### config.mk
export PLATFORM = sky130hd
export DESIGN_NAME = key_cmd_sched
export DESIGN_NICKNAME = d
export VERILOG_FILES = /design/src/rtl/key_cmd_sched.sv
export SDC_FILE = /design/constraint.sdc
export NUM_CORES = 1
export LEC_CHECK = 0
export ABC_AREA = 1
export BUFFER_PORTS_ARGS = -buffer_cell sky130_fd_sc_hd__buf_2
export CAP_MARGIN = 15
export CORE_ASPECT_RATIO = 0.75
export CORE_MARGIN = 4
export CORE_UTILIZATION = 49
export DETAILED_ROUTE_END_ITERATION = 8
export HOLD_SLACK_MARGIN = 0.06
export PLACE_DENSITY = 0.77
export SKIP_CTS_REPAIR_TIMING = 1
export SYNTH_ARGS = -nofsm -noshare
export SYNTH_HDL_FRONTEND = slang
export SYNTH_SLANG_ARGS = --single-unit
### constraint.sdc
create_clock -name clk -period 4.85 [get_ports clk]
set_input_delay 0 -clock clk [delete_from_list [all_inputs] [get_ports clk]]
set_output_delay 0 -clock clk [all_outputs]
set_load 0.03 [all_outputs]
### src/rtl/key_cmd_sched.sv
// PS/2 scancode sequencer: turns make/break bytes for four control keys into
// one-hot commands on a valid/ready port. Auto-repeat enabled by KEY_AUTOREPEAT_EN.
module key_cmd_sched #(
    parameter int CLK_DIV      = 5000000,
    parameter int REPEAT_TICKS = 3
) (
    input  logic       clk,
    input  logic       rst_n,
    input  logic [7:0] scan_code,
    input  logic       scan_valid,
    output logic [3:0] cmd,
    output logic       cmd_valid,
    input  logic       cmd_ready,
    output logic [3:0] key_held
);

    localparam logic [1:0] ST_IDLE    = 2'd0;
    localparam logic [1:0] ST_BRK     = 2'd1;
    localparam logic [1:0] ST_EXT     = 2'd2;
    localparam logic [1:0] ST_EXT_BRK = 2'd3;

    if (CLK_DIV < 2 || REPEAT_TICKS < 1) begin : g_bad_params
        $error("key_cmd_sched: CLK_DIV must be >= 2 and REPEAT_TICKS >= 1");
    end

    function automatic logic [3:0] keyMap(input logic [7:0] code);
        case (code)
            8'h1C:   keyMap = 4'b0001;
            8'h1B:   keyMap = 4'b0010;
            8'h23:   keyMap = 4'b0100;
            8'h2B:   keyMap = 4'b1000;
            default: keyMap = 4'b0000;
        endcase
    endfunction

    logic [1:0] state_q, state_d;
    logic [3:0] held_q, held_d;
    logic [3:0] pend_q, pend_d;
    logic [3:0] cmd_q, cmd_d;
    logic       cmd_valid_q, cmd_valid_d;
    logic [1:0] rr_q, rr_d;

    logic [3:0] make_vec, brk_vec, make_new, rep_fire;
    logic [3:0] grant_vec, pend_clr;
    logic [1:0] grant_idx, search_idx;
    logic       grant_found, slot_free;

    // Prefix parser: only a non-extended F0 followed by a mapped code is a break.
    always_comb begin
        state_d  = state_q;
        make_vec = '0;
        brk_vec  = '0;
        if (scan_valid) begin
            case (state_q)
                ST_IDLE: begin
                    if (scan_code == 8'hF0)      state_d = ST_BRK;
                    else if (scan_code == 8'hE0) state_d = ST_EXT;
                    else                         make_vec = keyMap(scan_code);
                end
                ST_BRK: begin
                    brk_vec = keyMap(scan_code);
                    state_d = ST_IDLE;
                end
                ST_EXT:  state_d = (scan_code == 8'hF0) ? ST_EXT_BRK : ST_IDLE;
                default: state_d = ST_IDLE;
            endcase
        end
    end

    // A make on an already-held key is keyboard typematic and is dropped.
    assign make_new = make_vec & ~held_q;
    assign held_d   = (held_q | make_new) & ~brk_vec;

`ifdef KEY_AUTOREPEAT_EN
    localparam int DIV_W = (CLK_DIV > 1) ? $clog2(CLK_DIV) : 1;
    localparam int RC_W  = (REPEAT_TICKS > 1) ? $clog2(REPEAT_TICKS + 1) : 1;

    logic [DIV_W-1:0] div_q, div_d;
    logic             tick;
    logic [RC_W-1:0]  rep_cnt_q [4];
    logic [RC_W-1:0]  rep_cnt_d [4];

    assign tick  = (div_q == DIV_W'(CLK_DIV - 1));
    assign div_d = tick ? '0 : div_q + DIV_W'(1);

    // Break or fresh make restarts the count, so a break beats a same-cycle expiry.
    always_comb begin
        rep_fire = '0;
        for (int k = 0; k < 4; k++) begin
            rep_cnt_d[k] = rep_cnt_q[k];
            if (brk_vec[k] || make_new[k]) begin
                rep_cnt_d[k] = '0;
            end else if (held_q[k] && tick) begin
                if (rep_cnt_q[k] == RC_W'(REPEAT_TICKS - 1)) begin
                    rep_fire[k]  = 1'b1;
                    rep_cnt_d[k] = '0;
                end else begin
                    rep_cnt_d[k] = rep_cnt_q[k] + RC_W'(1);
                end
            end
        end
    end

    always_ff @(posedge clk or negedge rst_n) begin
        if (!rst_n) begin
            div_q <= '0;
            for (int k = 0; k < 4; k++) rep_cnt_q[k] <= '0;
        end else begin
            div_q <= div_d;
            for (int k = 0; k < 4; k++) rep_cnt_q[k] <= rep_cnt_d[k];
        end
    end
`else
    assign rep_fire = '0;
`endif

    assign slot_free = ~cmd_valid_q | cmd_ready;

    // Round-robin search starting at rr_q, wrapping through all four keys.
    always_comb begin
        grant_vec   = '0;
        grant_idx   = '0;
        grant_found = 1'b0;
        search_idx  = '0;
        for (int i = 0; i < 4; i++) begin
            search_idx = rr_q + 2'(i);
            if (!grant_found && pend_q[search_idx]) begin
                grant_found           = 1'b1;
                grant_idx             = search_idx;
                grant_vec[search_idx] = 1'b1;
            end
        end
    end

    always_comb begin
        cmd_d       = cmd_q;
        cmd_valid_d = cmd_valid_q;
        rr_d        = rr_q;
        pend_clr    = '0;
        if (slot_free) begin
            if (grant_found) begin
                cmd_d       = grant_vec;
                cmd_valid_d = 1'b1;
                pend_clr    = grant_vec;
                rr_d        = grant_idx + 2'd1;
            end else begin
                cmd_d       = '0;
                cmd_valid_d = 1'b0;
            end
        end
    end

    // New events are OR-ed in after the grant clear so a same-cycle set survives.
    assign pend_d = (pend_q & ~pend_clr) | make_new | rep_fire;

    always_ff @(posedge clk or negedge rst_n) begin
        if (!rst_n) begin
            state_q     <= ST_IDLE;
            held_q      <= '0;
            pend_q      <= '0;
            cmd_q       <= '0;
            cmd_valid_q <= 1'b0;
            rr_q        <= '0;
        end else begin
            state_q     <= state_d;
            held_q      <= held_d;
            pend_q      <= pend_d;
            cmd_q       <= cmd_d;
            cmd_valid_q <= cmd_valid_d;
            rr_q        <= rr_d;
        end
    end

    assign cmd       = cmd_q;
    assign cmd_valid = cmd_valid_q;
    assign key_held  = held_q;

endmodule

# Word-level counts from Yosys, hierarchy flattened
# Cells that the tools add are included.
# classes
addsub,4
mul,0
div,0
order_cmp,8
eq_ne,9
shift,0
n_mux,42
n_bitwise,13
n_reduce_logical,13
# op_table
op,n
4-bit two-way mux,12
4-bit OR,5
8-bit by 5-bit equality test with 1-bit output (second input constant),2
8-bit by 6-bit equality test with 1-bit output (second input constant),2
8-bit equality test (second input constant),2
4-bit case mux with 4 select lines,1
2-bit two-way mux,7
1-bit two-way mux,13
4-bit AND,3
2-bit by 3-bit < comparator with 1-bit output (second input constant),4
4-bit inverter,3
1-bit binary-select mux with 2-bit select,4
1-bit demux with 2-bit select,4
2-bit by 1-bit >= comparator with 1-bit output (second input constant),4
1-bit logical AND,7
2-bit by 1-bit adder with 2-bit output (second input constant),2
2-bit adder (second input constant),2
2-bit case mux with 2 select lines,1
2-bit AND reduction,2
1-bit logical NOT,3
3-bit != test (second input constant),1
2-bit by 1-bit equality test with 1-bit output (second input constant),1
2-bit equality test (second input constant),1
2-bit logical NOT,1
other kinds (2),2
# totals
regBits,17
latch_bits,0
mem_bits_rw,0
mem_bits_ro,0
memories,0

# Logic depth before layout (Yosys ltp)
# Gate-level depths: netlist of run 1.
# depth
word_depth,17
depth_mapped,13
ltp_nobuf,13

# Worst setup path before layout of run 1
# OpenSTA, ideal clock, no wires.
# synth_path
kind,register -> register
from,reg rr_q[1]
to,reg rr_q[1]
setup_time_ns,0.117
arrival_time_ns,1.699
required_time_ns,4.733
slack_ns,3.035
path_stages_with_launch,13
n_path_buf,0
path_cell_list,dfrtp_1 inv_1 ha_1 inv_1 nand3_2 nand2_4 nand2_4 nor2_8 nand3_2 nand2_2 inv_2 nand3_2 nand2_1
# synth_between
elab_chain_len,13
# synth_lines
element,line,rtl
"start, declared",41,"logic [1:0] rr_q, rr_d;"
"start signal, assigned",170,rr_q <= rr_d;
"parallel branches: the longest is 13 deep, another holds 2-bit by 1-bit adder with 2-bit output",--,
# Several ways; the timed one is not identified. The select of a mux whose other input is x is not followed.
# A chain may end at the register's enable or synchronous reset.

# Final worst setup path of run 1
# layout_path
from,reg rr_q[0]
to,reg rr_q[1]
# The elaborated chain is that of the path after synthesis.

==> metrics.txt, run 1 <==
run status=finished, final reports clean; Root Buffer=sky130_fd_sc_hd__clkbuf_4; portion of synthesized cell area occupied by the leading cell type=roughly a third; initial drt markers=94; post-CTS clock slew at the launch and capture registers of the worst setup and hold paths=0.11 ns; actual slew at the worst max-slew pin=0.494 ns; routed via count divided by cell count=~5.3; Routed WL per cell=11.7 um; leakage power total=between 0.0008 and 0.0009 uW; HP Class=primary input to flop; global-route wire length before repair=5.15 mm; part of the power in combinational logic=~69%; portion of netlist area occupied by mux cells=0%; switching power summed over all nets=roughly 560 uW; post-synthesis adder-cell area fraction=approximately 6.5%; number of buffers created by CTS=3; crit start category=flop; highest ir drop seen on vdd=0.211 mV; via count of the first global-routing pass=1201; final slew viol count=0; Post-DP HPWL=2.39 mm; Layout Skew=0.0140 ns; count of standard-cell rows=16; H-Tree Level Count=1; critical path endpoint category=flop; final WL=2.93 mm; Worst slew margin=67.1%; first drt pass iteration count=4; pre-CTS WS=2.60 ns; Floorplan Core Area=roughly 2600 um^2; insertion delay of the later-clocked pin in the worst-skew pair=0.29 ns; instance count of the mapped netlist=189; most common library cell in the layout ignoring fill and taps=sky130_fd_sc_hd__nand2_1; horizontal die dimension=68.3 um; highest clock rate=0.435 GHz; non-filler instance count after layout=between 200 and 300; weighted congestion at the end of routability-driven global placement=0.969; top area cells in the synthesized netlist=sky130_fd_sc_hd__dfrtp_1 (32%), sky130_fd_sc_hd__nand2_1 (16%), sky130_fd_sc_hd__nand3_1 (8.6%), sky130_fd_sc_hd__ha_1 (6.5%), sky130_fd_sc_hd__inv_1 (5.9%); post-layout instance area=1520 um^2; placed cell areas=1470 um^2; maximum number of pins on one net before global-route repair=18; CTS Buffer Depth=2; post-synthesis cell type with the largest combined area=sky130_fd_sc_hd__dfrtp_1; mapped cell area=1340 um^2; switching fraction of total power=around 56%; XOR/XNOR Fraction of Synth Area=0%; combinational family with the most area after synthesis=simple AND/OR/NAND/NOR gates; min cycle time layout=2.30 ns; unrepaired setup endpoints after global routing=no; number of different library cells in the post-synthesis netlist=28; utilization after layout=58.3%; count of buffers inserted at the top-level ports=20; Post-Synth Simple-Gate Area=48.0%; internal power=roughly 440 uW; final setup TNS=0 ns; final-report hold violation count=0; io pins=21; post-synthesis compound-gate area fraction=5.89%; sequential cell area fraction in the yosys report=31.8%; Die Ht=between 50 and 60 um; endpoint arrival time on the critical path=2.48 ns; number of antenna violations at the first check in global routing=0; die area=3640 um^2; synthesis-stage register bit count=17; yosys warns=0; detailed-route via count=approximately 1.3k; highest net fanout along the worst path=15; required time worst endpoint=a little over 5 ns; path type of the worst setup path=flop to flop; all-layer global routing usage=19.3%; effective utilization at floorplan=between 50% and 60%; total placed cells including tap cells=244; proportion of layout cells with a drive suffix above 1=around a fifth; number of antenna repair diodes=0; CTS sink cnt=17; post-synthesis to final-layout area growth=13.5%; worst setup margin=approximately 2.5 ns; DRT antenna net count=0; number of setup violations in the final report=0; synthesized net count=208; sequential share of power=23.2%; CTS tree=done; Clock Power Share=under 10%; number of nets at the end of the flow=234; ratio of total power to cell area=657 nW/um^2; mean cell area of the mapped netlist=7.08 um^2; fill cell count=236; remaining routing DRC violations=0; ratio of final minimum period to clock period=47.4%; MaxCap Viol Count=0; commonest cells after routing, fill and taps aside=sky130_fd_sc_hd__nand2_1 (58), sky130_fd_sc_hd__nand3_1 (23), sky130_fd_sc_hd__inv_1 (21); gr ovfl total=0
[flip-flops by register name, indices dropped and copies added (netlist names)]
signal	flops
pend_q	4
cmd_valid	1
cmd	4
state_q	2
key_held	4
rr_q	2
[Yosys cell counts, drive strengths merged]
library cell	count
a22oi	3
and3	1
or2	1
a31oi	2
a21oi	2
inv	24
nand4	5
o32a	1
nand3	29
dfrtp	17
ha	7
and2	1
nor2	18
o21a	1
buf	1
nand2	66
o22ai	1
o21ai	2
nor3	7
[routing by layer]
metal / global-route usage (%) / wire length, um
met1: 26.4 / 1350
met2: 28.5 / 1240
met3: 6.58 / 301
met4: 5.61 / 34
met5: 0 / 0
[path summary, 6_finish.rpt]
kind                                startpoint  slack, ns               endpoint  depth (start not counted)
setup reg to reg           rr_q[0]$_DFFE_PN0P_       2.55    rr_q[1]$_DFFE_PN0P_                         10
hold reg to reg             cmd[3]$_DFFE_PN0P_       0.52     cmd[3]$_DFFE_PN0P_                          2
min in group asynchronous                rst_n       0.14     cmd[1]$_DFFE_PN0P_                          2
hold / removal                    scan_code[5]       0.03  key_held[1]$_DFF_PN0_                          3
max in group asynchronous                rst_n       4.42    rr_q[1]$_DFFE_PN0P_                          2
setup / recovery           rr_q[0]$_DFFE_PN0P_       2.55    rr_q[1]$_DFFE_PN0P_                         10
[power groups by stage]
stage / registers [uW] / clock network (uW) / logic (uW)
floorplan: 249 / 0 / 538
global placement: 233 / 0 / 681
detailed placement: 234 / 0 / 683
CTS: 231 / 78.1 / 685
global route: 239 / 87.7 / 774
finish: 232 / 76.4 / 690
[logic make-up (layout without fill, tap and decap cells)]
kind of cell | Yosys count | in the layout
AO/OA/AOI/OAI | 12 | 12
buffers and inverters | 25 | 50
adder cells (fa/ha/maj) | 7 | 7
flip-flops | 17 | 17
AND/OR/NAND/NOR | 128 | 128
[cell type report]
| class | instances | area, um^2 | area share [%] |
|---|---|---|---|
| clock buffers | 4 | 26.3 | 1.73 |
| inverters | 24 | 92.6 | 6.10 |
| multi-input cells | 147 | 808 | 53.3 |
| flip-flops and latches | 17 | 425 | 28.0 |
| well taps | 36 | 45.0 | 2.97 |
| repair buffers | 22 | 120 | 7.91 |
[critical path, stage by stage (launching register included)]
cell,delay (ns)
sky130_fd_sc_hd__dfrtp_1,0.66
sky130_fd_sc_hd__inv_2,0.21
sky130_fd_sc_hd__ha_1,0.41
sky130_fd_sc_hd__inv_1,0.13
sky130_fd_sc_hd__nand3_1,0.12
sky130_fd_sc_hd__nand2_1,0.18
sky130_fd_sc_hd__nand4_1,0.14
sky130_fd_sc_hd__nand3_1,0.13
sky130_fd_sc_hd__nand3_1,0.10
sky130_fd_sc_hd__nand3_2,0.08
sky130_fd_sc_hd__nand2_1,0.04
[per-stage QoR]
stage / power [uW] / hold WS (ns)
after CTS: 994 / -0.383
final: 997 / 0.0339
after global placement: 913 / -0.0680
after global routing: 1100 / 0.0632
after floorplan: 787 / -0.296
after detailed placement: 917 / -0.0574
Power figures use the tool's default switching activity.
==> run 2: changes to the inputs <==
- PLACE_DENSITY: 0.77 -> 0.79
- clock period: 4.85 -> 2.1 ns (I/O delays scaled with it)
==> run 2 against run 1 <==
  * Sequential power increased by 110%
  * Routed wire length increased by 2.6%
  * Clock power increased by 120%
  * Clock skew decreased by 0.0085 ns
  * Critical endpoint is now pend_q[2]$_DFF_PN0_
  * Largest cell class unchanged
==> metrics.txt, run 2 (synthesis gave the netlist of run 1 again) <==
cells along the critical path=inv_2 -> ha_1 -> inv_1 -> nand3_2 -> nand2_4 -> nand2_4 -> nor2_8 -> nand3_1 -> nand2_1 -> nand2_1 -> nand2_1 -> nand2_1; critical path endpoint category=flop; actual slew at the worst max-slew pin=roughly 0.46 ns; fill cell count=237; final worst hold slack=~0.10 ns; Most common cell on crit path=sky130_fd_sc_hd__nand2_1; leakage power total=0.000852 uW; CTS sink cnt=17; first drt pass iteration count=4; post-synthesis to final-layout area growth=16.6%; number of antenna violations at the first check in global routing=0; weighted congestion at the end of routability-driven global placement=0.917; number of buffers created by CTS=3; highest clock rate=~0.56 GHz; HP Class=primary input to flop; commonest cells after routing, fill and taps aside=sky130_fd_sc_hd__nand2_1 (58), sky130_fd_sc_hd__nand3_1 (23), sky130_fd_sc_hd__inv_1 (21); setup slack of the worst register-to-register path=0.31 ns; final WL=3.01 mm; stage delay of the slowest cell on the critical path=0.38 ns; final setup TNS=0 ns; number of nets at the end of the flow=239; ratio of total power to cell area=approximately 1500 nW/um^2; gr ovfl total=0; MaxCap Viol Count=0; required time worst endpoint=2.28 ns; CP Launch Point=rr_q[0]$_DFFE_PN0P_; Worst Hold Launch=scan_code[2]; Root Buffer=sky130_fd_sc_hd__clkbuf_4; initial drt markers=97; post-layout instance area=around 1600 um^2; count of standard-cell rows=16; r2r endpoint=pend_q[2]$_DFF_PN0_; via count of the first global-routing pass=1136; CTS tree=done; final slew viol count=0; placed cell areas=1500 um^2; path type of the worst setup path=flop to flop; area of the multi-input gates=808 um^2; detailed-route via count=around 1.3k; footprint of the flip-flops and latches=425 um^2; number of setup violations in the final report=0; Die Ht=53.2 um; highest ir drop seen on vdd=0.717 mV; unrepaired setup endpoints after global routing=no; depth of the worst register-to-register path=12; Post-DP HPWL=2.40 mm; most common library cell in the layout ignoring fill and taps=sky130_fd_sc_hd__nand2_1; all-layer global routing usage=18.1%; crit start category=flop; run status=finished, final reports clean; Routed WL per cell=11.8 um; post-CTS clock slew at the launch and capture registers of the worst setup and hold paths=approximately 0.10 ns; r2r startpoint=rr_q[0]$_DFFE_PN0P_; count of buffers inserted at the top-level ports=20; crit path to=pend_q[2]$_DFF_PN0_; io pins=21; remaining routing DRC violations=0; final-report hold violation count=0; H-Tree Level Count=1; DRT antenna net count=0; Layout Skew=0.00542 ns; horizontal die dimension=68.3 um; proportion of layout cells with a drive suffix above 1=roughly 23%; number of antenna repair diodes=0; global-route wire length before repair=4.89 mm; effective utilization at floorplan=51.4%; ratio of final minimum period to clock period=85.2%; Worst slew margin=68.8%; insertion delay of the later-clocked pin in the worst-skew pair=around 0.29 ns; min cycle time layout=1.79 ns; CTS Buffer Depth=2; endpoint arrival time on the critical path=1.97 ns; routed via count divided by cell count=between 5 and 6; highest net fanout along the worst path=5; maximum number of pins on one net before global-route repair=18; die area=3640 um^2; master of the slowest instance on the critical path=sky130_fd_sc_hd__dfrtp_1; Floorplan Core Area=2600 um^2
[run 2: changes by cell type in the layout (fill, tap and decap cells not counted), sizes merged]
cell / change
clkinv: +1
dlygate4sd3: +1
buf: +4
clkbuf: -1
[run 2: metrics by stage]
stage                     setup slack, ns  total power [uW]  cells  utilization, %
after global placement              0.346              2170    248            57.7
after detailed placement            0.321              2190    248            57.7
after global routing                0.185              2600    255            59.9
after floorplan                     0.285              1820    189               -
after CTS                           0.306              2370    252            58.8
final                               0.310              2360    255            59.9
[run 2: layer usage]
layer	up-vias	GRT usage, %	part of all wire (%)
li1	675	-	-
met1	573	26.1	50
met2	33	27.4	43
met3	2	5.10	6.6
met4	0	1.98	0.23
met5	-	0	0
[run 2: worst min-delay path by stage]
stage | to | slack (ns) | depth (start not counted)
2_1_floorplan | cmd[0]$_DFFE_PN0P_ | -0.30 | 0
3_3_place_gp | cmd[2]$_DFFE_PN0P_ | -0.07 | 1
3_5_place_dp | cmd_valid$_DFFE_PN0P_ | -0.06 | 1
4_1_cts | cmd_valid$_DFFE_PN0P_ | -0.38 | 1
5_1_grt | key_held[2]$_DFF_PN0_ | 0.11 | 3
6_report | key_held[3]$_DFF_PN0_ | 0.1 | 3
[run 2: final cells by class]
cell class,count,share of cell area (%)
clock buffers,3,1.44
clock inverters,1,0.321
inverters,24,5.94
multi-input cells,147,51.8
flip-flops and latches,17,27.3
well taps,36,2.89
repair buffers,27,10.3
[run 2: critical path: cells and delay by family (launching register included)]
family,cells,cell delay (ns)
fa+ha+maj,1,0.35
buf+inv,2,0.17
flops,1,0.38
simple gates,9,0.78
[run 2: report_power, final]
group          switching [uW]  internal (uW)  total (uW)
registers                64.4            416         480
clock network            99.7           70.8         171
logic                    1140            578        1710
total                    1300           1060        2360
